`src/rtl/sfifo_rd_stage.sv`:
```
// sfifo_rd_stage: read-side adapter between an sfifo with fixed read latency and
// a valid/ready consumer. Reads are issued only when the skid buffer is guaranteed
// to have room for every in-flight word, so the consumer can stall freely.
//
// Ports:
//   clk        - clock, all state updates on rising edge
//   rst        - asynchronous active-low reset
//   en         - permits issuing new fifo reads (in-flight reads always complete)
//   fifo_empty - sfifo empty flag
//   fifo_dout  - sfifo read data, valid RD_LAT cycles after the read strobe
//   fifo_udfl  - sfifo underflow flag
//   fifo_rd    - read strobe to sfifo (combinational)
//   dout       - head-of-buffer word (combinational from registered state)
//   dout_vld   - dout holds a valid word
//   dout_rdy   - consumer accepts dout this cycle
//   pop_cnt    - wrapping count of words delivered to the consumer
//   err        - sticky error: underflow seen or skid buffer overrun
module sfifo_rd_stage #(
    parameter int unsigned DW        = 16,
    parameter int unsigned RD_LAT    = 1,
    parameter int unsigned BUF_DEPTH = 4
) (
    input  logic          clk,
    input  logic          rst,
    input  logic          en,
    input  logic          fifo_empty,
    input  logic [DW-1:0] fifo_dout,
    input  logic          fifo_udfl,
    output logic          fifo_rd,
    output logic [DW-1:0] dout,
    output logic          dout_vld,
    input  logic          dout_rdy,
    output logic [15:0]   pop_cnt,
    output logic          err
);

    localparam int unsigned AW = (BUF_DEPTH > 1) ? $clog2(BUF_DEPTH) : 1;
    // counters must represent 0..BUF_DEPTH inclusive
    localparam int unsigned CW = $clog2(BUF_DEPTH + 1);
    localparam int unsigned SW = CW + 1;

    logic [CW-1:0]     occ;
    logic [CW-1:0]     inflight;
    logic [AW-1:0]     wptr;
    logic [AW-1:0]     rptr;
    logic [RD_LAT-1:0] rd_pipe;
    logic [DW-1:0]     mem [BUF_DEPTH];

    logic credit_ok;
    logic capture;
    logic pop;
    logic full;
    logic drop;
    logic wr;

    // Credit check counts in-flight words as already occupying the buffer.
    // Held low during reset so no word is popped from the sfifo and lost.
    assign credit_ok = (SW'(occ) + SW'(inflight)) < SW'(BUF_DEPTH);
    assign fifo_rd   = rst & en & ~fifo_empty & credit_ok;

    assign capture  = rd_pipe[RD_LAT-1];
    assign dout_vld = (occ != '0);
    assign dout     = mem[rptr];
    assign pop      = dout_vld & dout_rdy;
    assign full     = (occ == CW'(BUF_DEPTH));
    // a capture into a full buffer is only survivable if the head leaves this cycle
    assign drop     = capture & full & ~pop;
    assign wr       = capture & ~drop;

    // Strobe delay line: last stage marks the cycle fifo_dout carries the word.
    generate
        if (RD_LAT == 1) begin : g_pipe1
            always_ff @(posedge clk or negedge rst) begin
                if (!rst) rd_pipe <= '0;
                else      rd_pipe <= fifo_rd;
            end
        end else begin : g_pipen
            always_ff @(posedge clk or negedge rst) begin
                if (!rst) rd_pipe <= '0;
                else      rd_pipe <= {rd_pipe[RD_LAT-2:0], fifo_rd};
            end
        end
    endgenerate

    // Occupancy, in-flight count and buffer pointers.
    always_ff @(posedge clk or negedge rst) begin
        if (!rst) begin
            occ      <= '0;
            inflight <= '0;
            wptr     <= '0;
            rptr     <= '0;
        end else begin
            case ({wr, pop})
                2'b10:   occ <= occ + CW'(1);
                2'b01:   occ <= occ - CW'(1);
                default: occ <= occ;
            endcase
            case ({fifo_rd, capture})
                2'b10:   inflight <= inflight + CW'(1);
                2'b01:   inflight <= inflight - CW'(1);
                default: inflight <= inflight;
            endcase
            if (wr)  wptr <= wptr + AW'(1);
            if (pop) rptr <= rptr + AW'(1);
        end
    end

    // Skid buffer storage; contents are don't-care while occ says empty.
    always_ff @(posedge clk) begin
        if (wr) mem[wptr] <= fifo_dout;
    end

    // Delivered-word counter and sticky error.
    always_ff @(posedge clk or negedge rst) begin
        if (!rst) begin
            pop_cnt <= '0;
            err     <= 1'b0;
        end else begin
            if (pop)              pop_cnt <= pop_cnt + 16'd1;
            if (fifo_udfl | drop) err     <= 1'b1;
        end
    end

endmodule

```
`config.mk`:
```
export PLATFORM = sky130hd
export DESIGN_NAME = sfifo_rd_stage
export DESIGN_NICKNAME = d
export VERILOG_FILES = /design/src/rtl/sfifo_rd_stage.sv
export SDC_FILE = /design/constraint.sdc
export NUM_CORES = 1
export LEC_CHECK = 0
export BUFFER_PORTS_ARGS = -buffer_cell sky130_fd_sc_hd__clkbuf_2
export CORE_MARGIN = 5
export CORE_UTILIZATION = 45
export CTS_BUF_LIST = sky130_fd_sc_hd__clkbuf_16
export CTS_CLUSTER_SIZE = 20
export DETAILED_ROUTE_END_ITERATION = 8
export GPL_TIMING_DRIVEN = 0
export HOLD_SLACK_MARGIN = 0.12
export PLACE_DENSITY = 0.68
export RECOVER_POWER = 100
export SYNTH_ARGS = -nofsm -noshare
export SYNTH_HDL_FRONTEND = slang
export SYNTH_SLANG_ARGS = --single-unit
export TNS_END_PERCENT = 1
```
`constraint.sdc`:
```
create_clock -name clk -period 1.82 [get_ports clk]
set_input_delay 0.091 -clock clk [delete_from_list [all_inputs] [get_ports clk]]
set_output_delay 0.091 -clock clk [all_outputs]
set_load 0.05 [all_outputs]
```
==> flow_metrics.tcl <==
set metrics [dict create \
    cts_root_buffer "clkbuf_16" \
    grt_antenna_before_repair 0 \
    holdPathStages 3 \
    synth_edf_count 64 \
    tns_ns -0.422 \
    arrival_ns 2.23 \
    overflow 0 \
    hpwl_um 4310 \
    drv_cap 0 \
    final_common_cell "edfxtp_1" \
    synth-main-ff-cell "edfxtp_1" \
    routedWlPerCell_um 16.3 \
    vias 2118 \
    worstReg2RegStart "occ[2]" \
    yosysSeqAreaShare 0.687 \
    synth_seq_cells 92 \
    layout_min_cycle_time_ns 1.98 \
    ys_async_sr_fraction 0.304 \
    antenna_left 0 \
    rsz0062_at_grt "true" \
    slew_headroom 0.529 \
    setup_viol 4 \
    grt_use_total 0.139 \
    final_cell_mix "edfxtp_1 (64), clkbuf_2 (30), dfrtp_1 (25)" \
    grt_max_degree 29 \
    fillCellCount 640 \
    seqCellArea_um2 2630 \
    wl_um 6890 \
    status "complete, but fails checks" \
    power_leakage_nw 1.86 \
    finalNonFillerCells 422 \
    num_rows 33 \
    final_cell_area_um2 4930 \
    hold_viol 0 \
    dp_cells 383 \
    syn_nets 254 \
    floorplan.initialDensity 0.463 \
    layout.nets 344 \
    io_pins 57 \
    start_kind "flip-flop" \
    diodes 0 \
    yosys_warnings 0 \
    clock-skew-final_ns 0.00636 \
    grt_pass1_wl_um 11000 \
    syn_inst 222 \
    clk_path_buf_depth 2 \
    fmax_mhz 506 \
    core_area_um2 8260 \
    avgSynthCellArea_um2 17.2 \
    insertion_delay_ns 0.34 \
    violations "setup timing" \
    crit_type "reg2reg" \
    gp_congestion 0.739 \
    crit_path_max_fanout 5 \
    irDropWorstVdd_v 0.00128 \
    cts.sinks 92 \
    grt_pass1_vias 2231 \
    clk_pin_slew_ns 0.07 \
    ys_types 40 \
    drt_iter0_drc 51 \
    tritoncts "done" \
    slew_violations 0 \
    min_to "pop_cnt[0]" \
    worstPathRequired_ns 2.08 \
    final_min_period_over_clock_period 1.09 \
    reg2reg_to "inflight[2]" \
    vias_per_cell 5.02 \
    die_y_um 102 \
    drive_above_1_share 0.338 \
    endpoint_kind "flip-flop" \
    die_x_um 102 \
    die-area_um2 10400 \
    power.density_nw_per_um2 1600 \
    numPortBuffers 56 \
    syn_to_final_growth_pct 29.0 \
    dpl_cell_area_um2 4260 \
    hold_start "dout_rdy" \
    rrSetupSlack_ns -0.16 \
    dr.pass1.iters 4 \
    hold_class "in2reg" \
    htree_levels 3 \
    drc_errors 0 \
    cts_made_buffers 9 \
    setup_ws_ns -0.157 \
    multi_input_area_um2 1170 \
    reg2regPathDepth 10 \
    synthesis.area_um2 3820 \
    finalPower_mw 7.86 \
    worst_pin_slew_ns 0.706 \
]
-- metal layers --
layer / global-route usage / share of wire / up-vias
met5: 0 / 0 / -
met4: 0.0424 / 0.010 / 0
met3: 0.0348 / 0.048 / 7
met2: 0.230 / 0.50 / 52
met1: 0.183 / 0.44 / 1044
li1: - / - / 1015
-- stage by stage --
| step | setup WS, ns | util | hold WS [ns] |
|---|---|---|---|
| 3_3_place_gp | -0.263 | 0.516 | 0.183 |
| 4_1_cts | -0.192 | 0.595 | 0.173 |
| 3_5_place_dp | -0.281 | 0.516 | 0.198 |
| 6_report | -0.157 | 0.597 | 0.200 |
| 2_1_floorplan | -0.119 | - | -0.205 |
| 5_1_grt | -0.276 | 0.597 | 0.229 |
-- logic make-up after synthesis --
logic type	count (synthesis)	share of synthesized area
flip-flops	92	0.687
buffers and inverters	16	0.0200
multiplexers	16	0.0943
XOR/XNOR	22	0.0504
AND/OR/NAND/NOR	53	0.0806
adder cells (fa/ha/maj)	10	0.0367
AO/OA/AOI/OAI	13	0.0314
-- cells in the mapped netlist, types with 2 or more instances --
cell / instances / area share
nand4_1: 2 / 0.0033
edfxtp_1: 64 / 0.50
nor2b_1: 2 / 0.0033
xor2_1: 4 / 0.0092
xnor2_1: 18 / 0.041
o221ai_1: 2 / 0.0046
mux4_2: 16 / 0.094
inv_1: 9 / 0.0088
nand2_1: 20 / 0.020
dfrtp_1: 28 / 0.18
nand2b_1: 2 / 0.0033
nor2_1: 5 / 0.0049
and2_1: 5 / 0.0082
nand3_1: 5 / 0.0065
fa_1: 2 / 0.010
buf_2: 4 / 0.0052
nor3_1: 2 / 0.0026
ha_1: 8 / 0.026
o21ai_0: 3 / 0.0039
-- state kept, by name, indices dropped and copies added (netlist names) --
register	cells
mem	64
pop_cnt	16
inflight	3
occ	3
rptr	2
wptr	2
capture	1
err	1
-- timing repair --
action,in CTS,in global routing
pin swaps,3,4
hold buffers,20,0
hold endpoints to repair,94,0
gates resized for setup,30,18
setup buffers,2,2
endpoints found under the setup margin,85,77
-- cell type report --
type	count	share of cell area
inverters	9	0.00686
clock buffers	9	0.0457
flip-flops and latches	92	0.533
multi-input cells	114	0.238
plain buffers	6	0.0140
well taps	105	0.0267
clock inverters	7	0.0191
repair buffers	80	0.116
-- where the power goes --
part	total [mW]	switching (mW)	internal, mW
registers	2.73	0.234	2.50
logic	3.18	1.89	1.29
clock network	1.94	0.841	1.10
total	7.86	2.97	4.89
-- worst max path at each step --
stage / from / to / slack (ns) / depth (start not counted)
final: occ[2] / inflight[2] / -0.16 / 10
after global routing: occ[2] / inflight[2] / -0.28 / 10
after CTS: occ[2] / occ[1] / -0.19 / 6
after detailed placement: rst / inflight[2] / -0.28 / 9
after global placement: occ[2] / mem[0][9] / -0.26 / 4
after floorplan: occ[2] / inflight[2] / -0.12 / 10
-- critical path, cell delays in order (launching register included) --
cell and delay [ns]:
dfrtp_2 0.45, ha_4 0.28, nor2_2 0.03, nand4_1 0.08, a31o_2 0.15, ha_4 0.14
inv_2 0.03, fa_2 0.32, xor2_1 0.15, nor2_1 0.12, xor2_1 0.15
Note: power is estimated with default switching activity, not from simulation.
